### config.mk
export PLATFORM = sky130hd
export DESIGN_NAME = mux_reg_arbiter
export DESIGN_NICKNAME = d
export VERILOG_FILES = /design/src/rtl/mux_reg_arbiter.sv
export SDC_FILE = /design/constraint.sdc
export NUM_CORES = 1
export LEC_CHECK = 0
export CAP_MARGIN = 20
export CORE_MARGIN = 3
export CORE_UTILIZATION = 43
export CTS_BUF_LIST = sky130_fd_sc_hd__clkbuf_4 sky130_fd_sc_hd__clkbuf_8
export CTS_CLUSTER_DIAMETER = 40
export DETAILED_ROUTE_END_ITERATION = 6
export PLACE_DENSITY = 0.81
export SYNTH_ARGS = -nofsm -noshare
export SYNTH_HDL_FRONTEND = slang
export SYNTH_SLANG_ARGS = --single-unit
### constraint.sdc
create_clock -name clk -period 1.4 [get_ports clk]
set_clock_uncertainty 0.2 [all_clocks]
set_input_delay 0.21 -clock clk [delete_from_list [all_inputs] [get_ports clk]]
set_output_delay 0.21 -clock clk [all_outputs]
set_load 0.05 [all_outputs]
### src/rtl/mux_reg_arbiter.sv
// Two-requester arbiter that loads a shared WIDTH-bit register through a 2:1 select.
// Define MUX_REG_ARB_FIXED_PRIO_EN for fixed priority on ties; default is round-robin.
module mux_reg_arbiter #(
    parameter int unsigned WIDTH = 8
) (
    input  logic             clk,
    input  logic             clear,
    input  logic             req1,
    input  logic [WIDTH-1:0] d1,
    input  logic             req2,
    input  logic [WIDTH-1:0] d2,
    output logic             ack1,
    output logic             ack2,
    output logic [WIDTH-1:0] q,
    output logic             ctr,
    output logic             busy,
    output logic [7:0]       xfer_cnt
);

    typedef enum logic [1:0] {StIdle, StXfer, StDone} state_e;

    state_e           state_q, state_d;
    logic [WIDTH-1:0] q_q, q_d;
    logic             ctr_q, ctr_d;
    logic             ack1_q, ack1_d;
    logic             ack2_q, ack2_d;
    logic             busy_q, busy_d;
    logic [7:0]       cnt_q, cnt_d;
    logic             tie_sel;

`ifdef MUX_REG_ARB_FIXED_PRIO_EN
    assign tie_sel = 1'b0;
`else
    logic last_sel_q, last_sel_d;

    // Round-robin: the tie goes to whoever did not win the previous tie.
    assign tie_sel = ~last_sel_q;
`endif

    always_comb begin
        state_d = state_q;
        q_d     = q_q;
        ctr_d   = ctr_q;
        ack1_d  = 1'b0;
        ack2_d  = 1'b0;
        cnt_d   = cnt_q;
`ifndef MUX_REG_ARB_FIXED_PRIO_EN
        last_sel_d = last_sel_q;
`endif
        unique case (state_q)
            StIdle: begin
                if (req1 && req2) begin
                    ctr_d   = tie_sel;
                    state_d = StXfer;
`ifndef MUX_REG_ARB_FIXED_PRIO_EN
                    last_sel_d = tie_sel;
`endif
                end else if (req1) begin
                    ctr_d   = 1'b0;
                    state_d = StXfer;
                end else if (req2) begin
                    ctr_d   = 1'b1;
                    state_d = StXfer;
                end
            end
            StXfer: begin
                q_d     = ctr_q ? d2 : d1;
                cnt_d   = cnt_q + 8'd1;
                ack1_d  = ~ctr_q;
                ack2_d  = ctr_q;
                state_d = StDone;
            end
            StDone: begin
                state_d = StIdle;
            end
            default: begin
                state_d = StIdle;
            end
        endcase
        busy_d = (state_d != StIdle);
    end

    always_ff @(posedge clk or negedge clear) begin
        if (!clear) begin
            state_q <= StIdle;
            q_q     <= '0;
            ctr_q   <= 1'b0;
            ack1_q  <= 1'b0;
            ack2_q  <= 1'b0;
            busy_q  <= 1'b0;
            cnt_q   <= 8'd0;
        end else begin
            state_q <= state_d;
            q_q     <= q_d;
            ctr_q   <= ctr_d;
            ack1_q  <= ack1_d;
            ack2_q  <= ack2_d;
            busy_q  <= busy_d;
            cnt_q   <= cnt_d;
        end
    end

`ifndef MUX_REG_ARB_FIXED_PRIO_EN
    always_ff @(posedge clk or negedge clear) begin
        if (!clear) begin
            last_sel_q <= 1'b1;
        end else begin
            last_sel_q <= last_sel_d;
        end
    end
`endif

    assign q        = q_q;
    assign ctr      = ctr_q;
    assign ack1     = ack1_q;
    assign ack2     = ack2_q;
    assign busy     = busy_q;
    assign xfer_cnt = cnt_q;

endmodule

==> key figures <==
Layout
  – Antenna diode count: 0
  – Nets@finish: 150
  – Multi-input gate area in the final layout: 348 um2
  – Storage element area: 587 um2
  – Area added between synthesis and finish: 74.3%
  – Final design instance area without fill: 1660 um2
  – Number of filler instances in the final layout: 112
  – Fraction of final layout cells sized beyond drive strength 1: 0.336

Pwr
  – Internal portion of total power: 0.00240 W
  – Net switching power of the design: 0.00196 W
  – Switching part of the total: 0.449
  – Fraction of power consumed by sequential logic: 0.301
  – Total power after layout: 0.00436 W
  – Power density cells: 2630 nW/um2
  – Gate power share: 0.623
  – Relative contribution of the clock network to total power: 0.075
  – Peak supply drop: 1.69 mV
  – Leakage Power: 0.737 nW

Drt
  – Drt pass-1 iters: 4
  – Starting DRT DRC Count: 13
  – Final ANT Viol Nets: 0
  – Post-DR vias/cell: 5.11
  – Via count: 792
  – Drc violations: 0
  – Final routed wire length divided by cell count: 16.7 um
  – Final Routed Wirelength: 2590 um

Global route
  – GR Overflow Total: 0
  – Met1 demand-to-capacity share in global routing: 0.225
  – Met3 usage in global routing: 0.0479
  – Busiest grt layer: met2
  – Wire length of the first global-routing pass: 3860 um
  – Initial antenna violation count: 0
  – Vias in the first global route: 791
  – Maximum number of pins on one net before global-route repair: 24
  – Global routing met2 resource utilization: 0.349
  – Total Routing Usage GR: 0.193

Setup path
  – CP bufs+invs: 1
  – Cell at the slowest stage of the critical path: sky130_fd_sc_hd__dfrtp_2
  – Delay of the slowest cell on the worst path: 0.48 ns
  – R2R setup slack: 0.04 ns
  – Category of the most critical setup path: reg2out
  – List of cells traversed by the critical path: buf_12
  – Data arrival time of the critical path: 0.97 ns
  – Critical path peak fanout: 4
  – Launching point of the worst reg2reg path: state_q[1]
  – Kind of cell with the highest combined delay on the critical path: flip-flops
  – Startpoint type of the worst setup path: flop
  – Critical path origin: xfer_cnt[1]
  – Crit. End Element: output pin
  – Required time at the endpoint of the critical path: 0.99 ns

Logic synthesis
  – Top cell type by total area after synthesis: sky130_fd_sc_hd__dfrtp_1
  – Primary flip-flop cell chosen by synthesis mapping: sky130_fd_sc_hd__dfrtp_1
  – Share of the synthesized area in the top cell type: 0.579
  – Syn Inst Count: 81
  – Fraction of the yosys area taken by sequential cells: 0.607
  – Number of nets in the synthesized netlist: 102
  – FFs w/ async S/R, synth: 1.00
  – Number of flip-flops and latches in the synthesized netlist: 23
  – Avg Inst Size Synth: 11.7 um2
  – Post-synth design cell area: 951 um2
  – Library cells used by synthesis: 21
  – Ranking of synthesized cells by area: sky130_fd_sc_hd__dfrtp_1 (58%), sky130_fd_sc_hd__mux2i_1 (8.4%), sky130_fd_sc_hd__xnor2_1 (7.4%), sky130_fd_sc_hd__nand2_1 (6.3%), sky130_fd_sc_hd__o21ai_0 (4.2%)
  – Yosys warnings: 0
  – Number of enable flip-flop cells after synthesis: 0
  – Top cell types by occurrence after synthesis: sky130_fd_sc_hd__dfrtp_1 (22), sky130_fd_sc_hd__nand2_1 (16), sky130_fd_sc_hd__mux2i_1 (8), sky130_fd_sc_hd__o21ai_0 (8), sky130_fd_sc_hd__xnor2_1 (8)
  – Most numerous cell in the Yosys netlist: sky130_fd_sc_hd__dfrtp_1

Place
  – HPWL after DPL: 1890 um
  – Total of buffers placed on input and output ports: 39
  – Area after detailed placement: 1590 um2
  – Placer congestion estimate: 0.747
  – Pre-CTS worst setup slack: -0.0954 ns

Floorplan
  – Number of primary I/O pins: 40
  – Number of cell rows: 16
  – Total Die Area: 2810 um2
  – Die Y: 53.0 um
  – Effective utilization at floorplan: 0.470
  – Die outline width: 53.0 um
  – Area of the core: 2020 um2

Clocking
  – H-tree level count: 1
  – Insertion delay to the later sink of the worst-skew pair: 0.33 ns
  – Clock-pin slew of the registers on the worst-case setup and hold paths: 0.14 ns
  – CTS Buf Count: 3
  – Clock sink count: 23
  – Cell at the root of the clock tree: sky130_fd_sc_hd__clkbuf_4
  – Clock tree from TritonCTS: done
  – Number of buffers between clock root and the deepest sink: 2

STA
  – Tightest slew margin relative to the limit: 0.801
  – Tightest Pin Transition: 0.298 ns
  – Clock period minus worst slack: 1.38 ns
  – Fraction of the cycle the final worst path needs: 0.983
  – Peak clock frequency supported by timing: 727 MHz
  – Worst Hold Margin: 0.0460 ns
  – Hold Violations, Final: 0
  – Final setup violating endpoints: 0
  – RSZ-0062 raised after global routing: true
  – Final Worst Setup Slack: 0.0240 ns
  – Fin. max-slew vios: 0

Run status
  – Result of the run: complete, no violations

Job
  – MaxCap Viol Count: 0

Hold path
  – Min-delay worst type: in2async
kinds of logic after synthesis:
kind of cell / synth area share
simple gates: 0.133
flops: 0.607
compound gates: 0.0605
xor+xnor: 0.0737
mux: 0.0842
buf+inv: 0.0289
fa+ha+maj: 0.0132
per-stage QoR:
| stage | TNS (ns) | utilization | instances |
|---|---|---|---|
| 4_1_cts | 0 | 0.807 | 152 |
| 5_1_grt | -0.0943 | 0.820 | 155 |
| 6_report | 0 | 0.820 | 155 |
| 3_5_place_dp | -0.0954 | 0.788 | 147 |
| 3_3_place_gp | -0.0336 | 0.788 | 147 |
| 2_1_floorplan | 0 | - | 81 |
repair_timing:
action | 4_1_cts | 5_1_grt
setup buffers | 1 | 3
hold buffers | 0 | 0
gates resized for setup | 0 | 4
setup endpoints to repair | 1 | 7
pin swaps | 0 | 1
sequential cells by signal (all words and copies together) (netlist names):
name	count
state_q	2
ctr	1
ack2	1
busy	1
ack1	1
xfer_cnt	8
last_sel_q	1
q	8
area by class of cell:
cell class	instances	share of cell area
clock buffers	3	0.0136
clock inverters	1	0.00453
inverters	1	0.00226
multi-input cells	54	0.210
flip-flops and latches	23	0.354
well taps	27	0.0204
repair buffers	46	0.395
routing by layer:
layer,part of all wire,up-vias
met5,0,-
met4,0.016,0
met3,0.049,4
met2,0.58,26
met1,0.36,396
li1,-,366
power by group through the flow:
stage,Combinational (W),Clock [W],Sequential (W)
floorplan,0.000602,0,0.00200
global route,0.00285,0.000360,0.00135
detailed placement,0.00255,0,0.00140
global placement,0.00248,0,0.00137
finish,0.00272,0.000329,0.00131
CTS,0.00265,0.000333,0.00132
placed cells by master (no fill, tap or decap):
cell type and instances:
sky130_fd_sc_hd__nand2b_1 1, sky130_fd_sc_hd__nand4_1 3, sky130_fd_sc_hd__clkbuf_4 3, sky130_fd_sc_hd__clkinvlp_4 1, sky130_fd_sc_hd__nand2_1 16, sky130_fd_sc_hd__dfstp_2 1, sky130_fd_sc_hd__buf_12 21, sky130_fd_sc_hd__or2_2 1
sky130_fd_sc_hd__and4b_2 1, sky130_fd_sc_hd__nor2_1 2, sky130_fd_sc_hd__xnor2_1 8, sky130_fd_sc_hd__nand3_1 1, sky130_fd_sc_hd__o21ai_0 8, sky130_fd_sc_hd__a32o_1 1, sky130_fd_sc_hd__mux2i_1 8, sky130_fd_sc_hd__o21a_1 1
sky130_fd_sc_hd__inv_2 1, sky130_fd_sc_hd__dfrtp_1 14, sky130_fd_sc_hd__buf_4 6, sky130_fd_sc_hd__dfrtp_2 8, sky130_fd_sc_hd__ha_1 1, sky130_fd_sc_hd__and2_1 1, sky130_fd_sc_hd__clkdlybuf4s50_1 19, sky130_fd_sc_hd__and3_1 1
final timing paths:
path / end / depth (start not counted)
max: xfer_cnt[1] / 1
min: xfer_cnt[4] / 2
max reg2reg: xfer_cnt[7] / 3
min reg2reg: last_sel_q / 1
max in group asynchronous: last_sel_q / 2
min in group clk: q[4] / 3
Note: power is estimated with default switching activity, not from simulation.
